--- config.mk ---
export PLATFORM = sky130hd
export DESIGN_NAME = wb_master_engine
export DESIGN_NICKNAME = d
export VERILOG_FILES = /design/src/rtl/wb_master_engine.sv
export SDC_FILE = /design/constraint.sdc
export NUM_CORES = 1
export LEC_CHECK = 0
export ABC_CLOCK_PERIOD_IN_PS = 3600
export BUFFER_PORTS_ARGS = -buffer_cell sky130_fd_sc_hd__buf_2
export CORE_MARGIN = 10
export CORE_UTILIZATION = 40
export DETAILED_ROUTE_END_ITERATION = 6
export PLACE_DENSITY_LB_ADDON = 0.1
export SLEW_MARGIN = 20
export SYNTH_ARGS = -nofsm -noshare
export SYNTH_HDL_FRONTEND = slang
export SYNTH_SLANG_ARGS = --single-unit
--- constraint.sdc ---
create_clock -name clk_i -period 3.6 [get_ports clk_i]
set_clock_uncertainty 0.2 [all_clocks]
set_input_delay 0.72 -clock clk_i [delete_from_list [all_inputs] [get_ports clk_i]]
set_output_delay 0.72 -clock clk_i [all_outputs]
set_load 0.02 [all_outputs]
--- src/rtl/wb_master_engine.sv ---
// wb_master_engine: queued Wishbone classic master executing write/read/wait-irq commands with one response each
module wb_master_engine #(
    parameter int ADDR_WIDTH  = 2,
    parameter int DATA_WIDTH  = 8,
    parameter int CMD_DEPTH   = 4,
    parameter int RSP_DEPTH   = 4,
    parameter int ACK_TIMEOUT = 64,
    parameter int IRQ_TIMEOUT = 4096
) (
    input  logic                  clk_i,
    input  logic                  rst_i,
    input  logic                  cmd_valid_i,
    output logic                  cmd_ready_o,
    input  logic [1:0]            cmd_op_i,
    input  logic [ADDR_WIDTH-1:0] cmd_adr_i,
    input  logic [DATA_WIDTH-1:0] cmd_dat_i,
    output logic                  rsp_valid_o,
    input  logic                  rsp_ready_i,
    output logic [1:0]            rsp_op_o,
    output logic [DATA_WIDTH-1:0] rsp_dat_o,
    output logic                  rsp_err_o,
    output logic                  busy_o,
    input  logic                  irq_i,
    output logic                  cyc_o,
    output logic                  stb_o,
    output logic                  we_o,
    output logic [ADDR_WIDTH-1:0] adr_o,
    output logic [DATA_WIDTH-1:0] dat_o,
    input  logic                  ack_i,
    input  logic [DATA_WIDTH-1:0] dat_i
);
    localparam int CAW  = $clog2(CMD_DEPTH);
    localparam int RAW  = $clog2(RSP_DEPTH);
    localparam int CW   = 2 + ADDR_WIDTH + DATA_WIDTH;
    localparam int RW   = 2 + DATA_WIDTH + 1;
    localparam int TMAX = (ACK_TIMEOUT > IRQ_TIMEOUT) ? ACK_TIMEOUT : IRQ_TIMEOUT;
    localparam int TW   = (TMAX > 0) ? $clog2(TMAX + 1) : 1;
    localparam logic [TW-1:0] ACK_LAST = TW'(ACK_TIMEOUT - 1);
    localparam logic [TW-1:0] IRQ_LAST = TW'(IRQ_TIMEOUT - 1);

    typedef enum logic [1:0] {IDLE, BUS, WAIT_IRQ, RESP} state_t;

    state_t                r_state;
    logic [TW-1:0]         r_tmr;
    logic                  r_cmd_vld;
    logic [1:0]            r_op;
    logic [ADDR_WIDTH-1:0] r_adr;
    logic [DATA_WIDTH-1:0] r_wdat;
    logic [DATA_WIDTH-1:0] r_rdat;
    logic                  r_err;
    logic [CW-1:0]         r_cmd_mem [CMD_DEPTH];
    logic [RW-1:0]         r_rsp_mem [RSP_DEPTH];
    logic [CAW:0]          r_cmd_wr, r_cmd_rd;
    logic [RAW:0]          r_rsp_wr, r_rsp_rd;

    logic          w_cmd_empty, w_cmd_full, w_cmd_push, w_cmd_pop;
    logic          w_rsp_empty, w_rsp_full, w_rsp_push, w_rsp_pop;
    logic          w_ack_to, w_irq_to;
    logic [RW-1:0] w_rsp_head;

    assign w_cmd_empty = r_cmd_wr == r_cmd_rd;
    assign w_cmd_full  = (r_cmd_wr[CAW] != r_cmd_rd[CAW]) && (r_cmd_wr[CAW-1:0] == r_cmd_rd[CAW-1:0]);
    assign w_rsp_empty = r_rsp_wr == r_rsp_rd;
    assign w_rsp_full  = (r_rsp_wr[RAW] != r_rsp_rd[RAW]) && (r_rsp_wr[RAW-1:0] == r_rsp_rd[RAW-1:0]);
    assign w_cmd_push  = cmd_valid_i && !w_cmd_full;
    assign w_cmd_pop   = (r_state == IDLE) && !r_cmd_vld && !w_cmd_empty;
    assign w_rsp_pop   = !w_rsp_empty && rsp_ready_i;
    assign w_rsp_push  = (r_state == RESP) && (!w_rsp_full || rsp_ready_i);
    assign w_ack_to    = (ACK_TIMEOUT != 0) && (r_tmr == ACK_LAST);
    assign w_irq_to    = (IRQ_TIMEOUT != 0) && (r_tmr == IRQ_LAST);
    assign w_rsp_head  = r_rsp_mem[r_rsp_rd[RAW-1:0]];

    assign cmd_ready_o = !w_cmd_full;
    assign rsp_valid_o = !w_rsp_empty;
    assign rsp_op_o    = w_rsp_empty ? '0 : w_rsp_head[RW-1 -: 2];
    assign rsp_dat_o   = w_rsp_empty ? '0 : w_rsp_head[DATA_WIDTH:1];
    assign rsp_err_o   = w_rsp_empty ? 1'b0 : w_rsp_head[0];
    assign busy_o      = (r_state != IDLE) || !w_cmd_empty || r_cmd_vld;

    // FIFO storage; contents are meaningless until the pointers say otherwise
    always_ff @(posedge clk_i) begin
        if (w_cmd_push) r_cmd_mem[r_cmd_wr[CAW-1:0]] <= {cmd_op_i, cmd_adr_i, cmd_dat_i};
        if (w_rsp_push) r_rsp_mem[r_rsp_wr[RAW-1:0]] <= {r_op, r_rdat, r_err};
    end

    // FIFO pointers, one bit wider than the index so full/empty are distinguishable
    always_ff @(posedge clk_i or negedge rst_i) begin
        if (!rst_i) begin
            r_cmd_wr <= '0;
            r_cmd_rd <= '0;
            r_rsp_wr <= '0;
            r_rsp_rd <= '0;
        end else begin
            if (w_cmd_push) r_cmd_wr <= r_cmd_wr + (CAW+1)'(1);
            if (w_cmd_pop)  r_cmd_rd <= r_cmd_rd + (CAW+1)'(1);
            if (w_rsp_push) r_rsp_wr <= r_rsp_wr + (RAW+1)'(1);
            if (w_rsp_pop)  r_rsp_rd <= r_rsp_rd + (RAW+1)'(1);
        end
    end

    // Command engine: pop, dispatch (held off while no response slot is free), bus/irq wait, respond
    always_ff @(posedge clk_i or negedge rst_i) begin
        if (!rst_i) begin
            r_state   <= IDLE;
            r_tmr     <= '0;
            r_cmd_vld <= 1'b0;
            r_op      <= '0;
            r_adr     <= '0;
            r_wdat    <= '0;
            r_rdat    <= '0;
            r_err     <= 1'b0;
            cyc_o     <= 1'b0;
            stb_o     <= 1'b0;
            we_o      <= 1'b0;
            adr_o     <= '0;
            dat_o     <= '0;
        end else begin
            r_tmr <= r_tmr + TW'(1);
            case (r_state)
                IDLE: begin
                    if (w_cmd_pop) begin
                        {r_op, r_adr, r_wdat} <= r_cmd_mem[r_cmd_rd[CAW-1:0]];
                        r_cmd_vld <= 1'b1;
                    end else if (r_cmd_vld && !w_rsp_full) begin
                        r_cmd_vld <= 1'b0;
                        r_tmr     <= '0;
                        r_rdat    <= '0;
                        r_err     <= r_op == 2'b11;
                        r_state   <= !r_op[1] ? BUS : (r_op[0] ? RESP : WAIT_IRQ);
                        cyc_o     <= !r_op[1];
                        stb_o     <= !r_op[1];
                        we_o      <= r_op == 2'b00;
                        adr_o     <= !r_op[1] ? r_adr : '0;
                        dat_o     <= (r_op == 2'b00) ? r_wdat : '0;
                    end
                end
                BUS: begin
                    if (ack_i || w_ack_to) begin
                        r_state <= RESP;
                        r_tmr   <= '0;
                        r_err   <= !ack_i;
                        r_rdat  <= (ack_i && r_op[0]) ? dat_i : '0;
                        cyc_o   <= 1'b0;
                        stb_o   <= 1'b0;
                        we_o    <= 1'b0;
                        adr_o   <= '0;
                        dat_o   <= '0;
                    end
                end
                WAIT_IRQ: begin
                    if (irq_i || w_irq_to) begin
                        r_state <= RESP;
                        r_tmr   <= '0;
                        r_err   <= !irq_i;
                    end
                end
                RESP: begin
                    if (w_rsp_push) begin
                        r_state <= IDLE;
                        r_tmr   <= '0;
                    end
                end
            endcase
        end
    end
endmodule

[Word level (Yosys, flattened, before mapping)]
Memory sizes are Yosys's and may differ from the RTL's. A register that Yosys moved wholly into a read port is not among the register bits.
Index checks and enable logic that the tools add are counted.
Cells by class
  add/sub/neg operators: 5
  eq/ne operators: 17
  muxes and demuxes: 50
  reduce and logical (&&, ||, !) cells: 34
Operators by type and width (number)
  $mux 8: 9
  $mux 13: 5
  $pmux 13 s4: 1
  $pmux 8 s2: 2
  $mux 2: 11
  $mux 1: 17
  $add 13x1->13 const B: 1
  $eq 13x12->1 const B: 1
  $eq 13x6->1 const B: 1
  $add 3x1->3 const B: 4
  $reduce_and 5->1: 2
  $logic_and 1x1->1: 9
  $logic_not 1->1: 9
  $ne 2x2->1 const B: 4
  $pmux 2 s4: 1
  $eq 2x2->1 const B: 3
  $eq 3x3->1: 2
  $reduce_bool 2->1: 3
  $logic_or 1x1->1: 5
  $eq 2x2->1: 2
  $logic_not 2->1: 2
  $pmux 1 s2: 2
  $pmux 2 s2: 1
  $reduce_and 2->1: 2
  6 further kinds: 7
Storage, ports and cells
  register bits after elaboration: 49
  memory bits (writable): 92
  input port bits: 26
  output and inout bits: 27
  memories kept: 2
Memories
  r_cmd_mem: depth 4, width 12, rd ports 1, clocked after Yosys merged registers in 1, write ports 1, line 51  | logic [CW-1:0] r_cmd_mem [CMD_DEPTH];
  r_rsp_mem: depth 4, width 11, rd ports 1, clocked after Yosys merged registers in 0, write ports 1, line 52  | logic [RW-1:0] r_rsp_mem [RSP_DEPTH];

[Logic depth before layout (Yosys ltp)]
Gate-level depths: netlist of the first run.
  depth in word-level cells: 7
  depth in mapped cells: 10
  depth with buffers taken out: 7

[Worst setup path before layout of the first run]
No wires, ideal clock.
  kind: register to output
  from: register r_rsp_rd[0]
  to: output port rsp_dat_o[0]
  arrival: 1.490 ns
  required time: 2.680 ns
  slack: 1.190 ns
  cell stages (with the launch flop): 4
  cell sequence: dfrtp_1 buf_2 mux4_2 and2_1
On the way
  longest elaborated chain between the ends: 2
  elaborated cells between the ends (all ways): 3
Ends and longest elaborated chain
  from (decl): line 54  | logic [RAW:0] r_rsp_wr, r_rsp_rd;
  from (signal assigned): line 97  | if (w_rsp_pop) r_rsp_rd <= r_rsp_rd + (RAW+1)'(1);
  $mem_v2 4x11 / $eq 3x3->1 (equally long branches)
  $mux 8 (*): line 76  | assign rsp_dat_o = w_rsp_empty ? '0 : w_rsp_head[DATA_WIDTH:1];
  to (decl): line 20  | output logic [DATA_WIDTH-1:0] rsp_dat_o,
Every way passes the cells marked *; elsewhere a longest branch is shown, timed or not.

[Final worst setup path of the first run]
  from: register r_rsp_wr[0]
  to: output port rsp_dat_o[7]
On the way
  longest elaborated chain between the ends: 2
Ends and longest elaborated chain
  from (decl): line 54
  from (signal assigned): line 96  | if (w_rsp_push) r_rsp_wr <= r_rsp_wr + (RAW+1)'(1);
  $eq 3x3->1: line 63  | assign w_rsp_empty = r_rsp_wr == r_rsp_rd;
  $mux 8: line 76
No other way between the ends.

==> results of run 1 <==
## Yosys cell counts, drive strengths merged, types with 2 or more instances
library cell,instances,area (um^2)
inv,13,48.8
and3,7,45.1
nor2,22,82.6
mux2,19,218
nand3,8,40.0
ha,15,188
nand4,2,12.5
mux4,23,518
nand2,45,169
o21ai,23,115
nand2b,2,12.5
nor4,2,12.5
nor3,4,20.0
nand3b,2,15.0
edfxtp,92,2760
nor3b,2,26.3
clkbuf,5,28.8
xor2,8,70.1
buf,10,53.8
a31oi,2,12.5
xnor2,17,149
and2,14,87.6
dfrtp,61,1530
## worst reg2reg max path: stages (launching register included)
cell and delay (ps):
dfrtp_1 760, xnor2_1 180, and3b_1 240, nor3b_4 630, mux2_2 410
## cells in the final DEF, fill, tap and decap left out, types with 2 or more instances in the layout
cell type,n
buf_4,12
a31oi_1,2
ha_1,15
clkinv_2,4
nand2_1,45
o21ai_1,4
mux4_2,23
nand4_1,2
xnor2_1,17
inv_1,13
edfxtp_1,92
and3_1,6
bufinv_16,2
mux2_1,5
clkinv_4,4
o21ai_0,18
nor3_1,4
dfrtp_1,61
clkbuf_16,17
xor2_1,8
nand3_1,8
mux2_2,13
and2_1,14
nor2_1,21
clkbuf_1,3
nor4_1,2
nand2b_1,2
buf_2,52
nand3b_1,2
## worst max path at each step
stage / start / end / slack (ps) / depth (start not counted)
2_1_floorplan: r_rsp_rd[0] / rsp_dat_o[0] / 1190 / 3
3_3_place_gp: r_cmd_rd[1] / r_wdat[7] / 1030 / 4
3_5_place_dp: r_cmd_rd[1] / r_wdat[4] / 1010 / 4
4_1_cts: r_rsp_wr[0] / rsp_dat_o[7] / 640 / 4
5_1_grt: r_rsp_wr[1] / rsp_dat_o[7] / 530 / 4
6_report: r_rsp_wr[0] / rsp_dat_o[7] / 700 / 4
## through the flow
step                instance area (um^2)  utilization (%)  power (mW)
floorplan                           6320                -        4.34
global placement                    6850             44.7        4.99
detailed placement                  6850             44.7        5.05
CTS                                 7420             48.4        6.76
global route                        7450             48.6        7.11
finish                              7450             48.6        6.64
## final cells by class
type	count	area, um^2	area share, %
flip-flops and latches	153	4290	57.6
multi-input cells	229	1900	25.5
clock buffers	20	437	5.86
repair buffers	66	380	5.11
well taps	211	264	3.54
clock inverters	12	128	1.71
inverters	13	48.8	0.655
## report_power, final
part / leakage [nW] / switching, mW / internal (mW)
registers: 1.63 / 0.313 / 2.41
logic: 0.995 / 1.23 / 0.993
clock network: 0.280 / 0.673 / 1.02
total: 2.90 / 2.21 / 4.42
## metal layers
metal | track usage, % | part of all wire, %
met5 | 0 | 0
met4 | 4.85 | 1.8
met3 | 3.51 | 4.3
met2 | 18.4 | 49
met1 | 14.1 | 45
## logic make-up after synthesis
logic type	after synthesis	synth area share, %
AND/OR/NAND/NOR	115	8.97
XOR/XNOR	25	3.47
multiplexers	43	11.8
buffers and inverters	28	2.08
AO/OA/AOI/OAI	31	2.79
adder cells (fa/ha/maj)	15	2.97
flip-flops	153	67.9
## registers in the layout, indices dropped and copies added, names as in the netlist
signal / count
adr_o: 2
dat_o: 8
r_adr: 2
r_cmd_mem: 48
r_cmd_rd: 3
r_cmd_vld: 1
r_cmd_wr: 3
r_err: 1
r_op: 2
r_rdat: 8
r_rsp_mem: 44
r_rsp_rd: 3
r_rsp_wr: 3
r_state: 2
r_tmr: 13
r_wdat: 8
stb_o: 1
we_o: 1
## what timing repair did
action                     4_1_cts  5_1_grt
hold buffers                     0        1
hold endpoints to repair         0       10
gates resized for setup          0        0
setup endpoints to repair        0        0
==> metrics, run 1 <==
worst r2r path cells 4; Die Width 146 um; Post-Layout Cell Count 704; EDFF count, synth 92; status finished, final reports clean; Syn Area/Cell about 15 um^2; global-route wire length before repair ~19 mm; Routability Congestion between 0.7 and 0.8; Fin. Hold Viols 0; Final Setup Violations 0; Leakage Power 2.90 nW; largest net degree at the start of global routing between 40 and 50; 1st-iter DRT viols 116; Die ar. 0.0212 mm^2; FMAX ~350 MHz; GRT Util Overall 11.5%; H-tree levels 4; clk sink count roughly 150; Die H approximately 150 um; TritonCTS buffer count 17; Largest delay share family, worst path simple AND/OR/NAND/NOR gates; DRT Wirelength 11.6 mm; worst hold path class reg2reg; CP cell instances xnor2_1, nand3b_1, and2_1, buf_2; fin. max-slew vios 0; antenna violations before repair 0; filler instances 1375; WP data arrival 1980 ps; total gr overflow 0; Starting Density 41.2%; worst skew pair latency 420 ps; # diodes 0; Hold WS 287 ps; Ys Warns 0; critical setup path kind reg2out; post-route antenna net violation count 0; Worst-path clk slew 60 ps; Syn Std Cell Area 0.00632 mm^2; Yosys reg bits 153; Yosys cell types 43; vias in the first global route 3614; Synthesized Nets ~450; routed vias/inst ~4.8; slew at the pin with the worst max-slew slack between 700 and 800 ps; RR Startpoint r_cmd_rd[1]; CTS tree done; Hold Path Sink r_adr[0]; DRC viols 0; CP Max Fanout 14; total number of vias approximately 3.4k; setup TNS 0 ps; layout cells sized above 1 27.8%; normalized max-slew margin 50.5%; Final HPWL DP 8.06 mm; Worst Setup Start Kind flip-flop; Critical Path Sink Type output pin; count of max-cap constraint violations 0; hold depth 1; RSZ-0062 raised after global routing no; slowest cell on the critical path dfrtp_1; post-route minimum period 2900 ps; Slowest Stage Delay on Critical Path 430 ps; Final WS setup 703 ps; Port Buf Inserts 52; Seq/Total Area, Yosys between 60% and 70%; CTS Buffer Depth 2; post-synthesis async set-or-reset flop share 39.9%; Reg-to-Reg End r_wdat[4]; Req. time, crit path between 2000 and 3000 ps; DR WL/cell 16.5 um; flop-to-flop setup slack 1060 ps; TritonRoute pass-1 iters 4; period utilization 80.5%; PwrDens 891 mW/mm^2; Cells after DPL between 600 and 700; num ports 53; area of the core 0.0153 mm^2; Post-CTS Setup Bufs 0; CTS root buf clkbuf_16; # nets final about 520; hold wc startpoint r_adr[0]; Syn Inst Count 410; pre-CTS setup slack 1010 ps; CP bufs+invs 1; Most used DFF post-synth edfxtp_1; Row Count 45; synthesis-to-layout area growth 17.9%; Max IR drop VDD between 300 and 400 uV
Note: power is estimated with default switching activity, not from simulation.
==> run 2, diff against run 1 <==
--- a/config.mk
+++ b/config.mk
@@ -5,7 +5,7 @@
 export SDC_FILE = /design/constraint.sdc
 export NUM_CORES = 1
 export LEC_CHECK = 0
-export ABC_CLOCK_PERIOD_IN_PS = 3600
+export ABC_CLOCK_PERIOD_IN_PS = 2970
 export BUFFER_PORTS_ARGS = -buffer_cell sky130_fd_sc_hd__buf_2
 export CORE_MARGIN = 10
 export CORE_UTILIZATION = 40
==> constraint.sdc (replaced) <==
create_clock -name clk_i -period 2.97 [get_ports clk_i]
set_clock_uncertainty 0.2 [all_clocks]
set_input_delay 0.594 -clock clk_i [delete_from_list [all_inputs] [get_ports clk_i]]
set_output_delay 0.594 -clock clk_i [all_outputs]
set_load 0.02 [all_outputs]
==> metrics, run 2 (synthesis gave the netlist of run 1 again) <==
status finished, final reports clean; Final Setup Violations 0 (unchanged); Die H 146 um (unchanged); GRT Util Overall 11.7% (+0.19 points); Critical Path Sink Type output pin; DRC viols 0 (unchanged); TritonCTS buffer count 17 (unchanged); worst hold path class in2reg; Row Count 45 (unchanged); slowest cell on the critical path mux4_2; DRT Wirelength 11.8 mm (+1.4%); WP data arrival 1950 ps (-30 ps); total gr overflow 0 (unchanged); post-route minimum period 2740 ps; count of max-cap constraint violations 0 (unchanged); Fin. Hold Viols 0 (unchanged); post-route cell area 0.00756 mm^2 (+1.5%); # nets final 522 (+0.19%); Die ar. 0.0212 mm^2 (unchanged); Post-Layout Cell Count 705 (+0.14%); TritonRoute pass-1 iters 4 (unchanged); multi-input logic area 0.00191 mm^2 (+0.26%); Final HPWL DP 7.96 mm (-1.3%); period utilization a little over 90%; largest net degree at the start of global routing 62 (+41%); CP cell instances buf_4, mux4_2, and2_1, buf_2; max FFs per register 48 (unchanged); # diodes 0 (unchanged); filler instances 1386 (+0.80%); slew at the pin with the worst max-slew slack 948 ps (+206 ps); Cells after DPL 671 (+0.15%); antenna violations before repair 0 (unchanged); Req. time, crit path 2180 ps (-500 ps); 1st-iter DRT viols 139 (+20%); Leakage Power 2.95 nW (+1.7%); CTS tree done; total number of vias 3381 (+0.63%); Resize count post-CTS 0 (unchanged); FMAX between 300 and 400 MHz; Routability Congestion 0.759 (+1.2%); CP Max Fanout 13 (-1); PwrDens 1120 mW/mm^2 (+26%); commonest cells after routing, fill and taps aside edfxtp_1, dfrtp_1, buf_2, nand2_1, mux4_2; worst r2r path cells 6 (+2); post-route antenna net violation count 0 (unchanged); DR WL/cell 16.7 um (+1.2%); normalized max-slew margin 36.6% (-14 points); area of the core 0.0153 mm^2 (unchanged); Starting Density 41.2% (unchanged); Hold Path Sink r_cmd_mem[3][4]; routed vias/inst 4.80 (+0.48%); worst skew pair latency 420 ps (about the same); hold wc startpoint cmd_dat_i[4]; Die Width 146 um (unchanged); total power 8.46 mW (+27%); RR Startpoint r_tmr[0]; synthesis-to-layout area growth 19.8%; most common library cell in the layout ignoring fill and taps edfxtp_1; RSZ-0062 raised after global routing no; FF+latch area 0.00429 mm^2 (unchanged); area post-placement 0.00687 mm^2 (+0.33%); final core occ 49.4% (+0.75 points); hold depth 1 (unchanged); Reg-to-Reg End r_tmr[4]; CTS root buf clkbuf_16; global-route wire length before repair 19.3 mm (+1.5%); Worst-path clk slew 60 ps (about the same); flop-to-flop setup slack 470 ps (-590 ps); vias in the first global route 3596 (-0.50%); clk sink count 153 (unchanged); H-tree levels 4 (unchanged); setup TNS 0 ps (unchanged); Port Buf Inserts 52 (unchanged); Slowest Stage Delay on Critical Path 530 ps (+100 ps); critical setup path kind reg2out; CTS Buffer Depth 2 (unchanged); Largest delay share family, worst path multiplexers; Worst Setup Start Kind flip-flop; CP bufs+invs 2 (+1); Max IR drop VDD 609 uV (+71%); num ports 53 (unchanged); fin. max-slew vios 0 (unchanged); layout cells sized above 1 28.9% (+1.2 points)
-- run 2: worst max-delay path by stage --
stage	end	cells past startpoint	start	slack [ps]
2_1_floorplan	rsp_dat_o[0]	3	r_rsp_rd[0]	690
3_3_place_gp	r_rsp_mem[2][4]	4	r_rsp_wr[0]	480
3_5_place_dp	r_rsp_mem[3][4]	4	r_rsp_wr[0]	430
4_1_cts	rsp_dat_o[5]	4	r_rsp_wr[0]	110
5_1_grt	rsp_dat_o[5]	4	r_rsp_rd[0]	100
6_report	rsp_dat_o[5]	4	r_rsp_rd[0]	230
-- run 2: per-stage QoR --
step	hold slack, ps	setup slack [ps]
detailed placement	272	434
finish	186	228
global placement	263	478
CTS	168	114
floorplan	98.4	686
global route	173	98.6
-- run 2: power breakdown --
group / leakage (nW) / switching [mW] / internal (mW) / total [mW]
Clock: 0.323 / 0.830 / 1.59 / 2.42
Combinational: 1.00 / 1.56 / 1.23 / 2.79
Sequential: 1.63 / 0.326 / 2.92 / 3.25
Total: 2.95 / 2.72 / 5.74 / 8.46
-- run 2: final cells by class --
cell class,count,area share (%)
flip-flops and latches,153,56.7
multi-input cells,229,25.2
clock buffers,19,5.86
repair buffers,67,5.13
well taps,211,3.49
clock inverters,13,2.96
inverters,13,0.645
-- run 2: metal layers --
| layer | wire [um] | GRT usage (%) |
|---|---|---|
| met1 | 5330 | 14.2 |
| met2 | 5790 | 18.7 |
| met3 | 523 | 4.19 |
| met4 | 149 | 4.40 |
| met5 | 0 | 0 |
-- run 2: repair_timing --
action                                  in CTS  in global routing
endpoints found under the setup margin       0                 11
hold buffers                                 1                  0
setup buffers                                0                  1
hold endpoints to repair                    61                  0
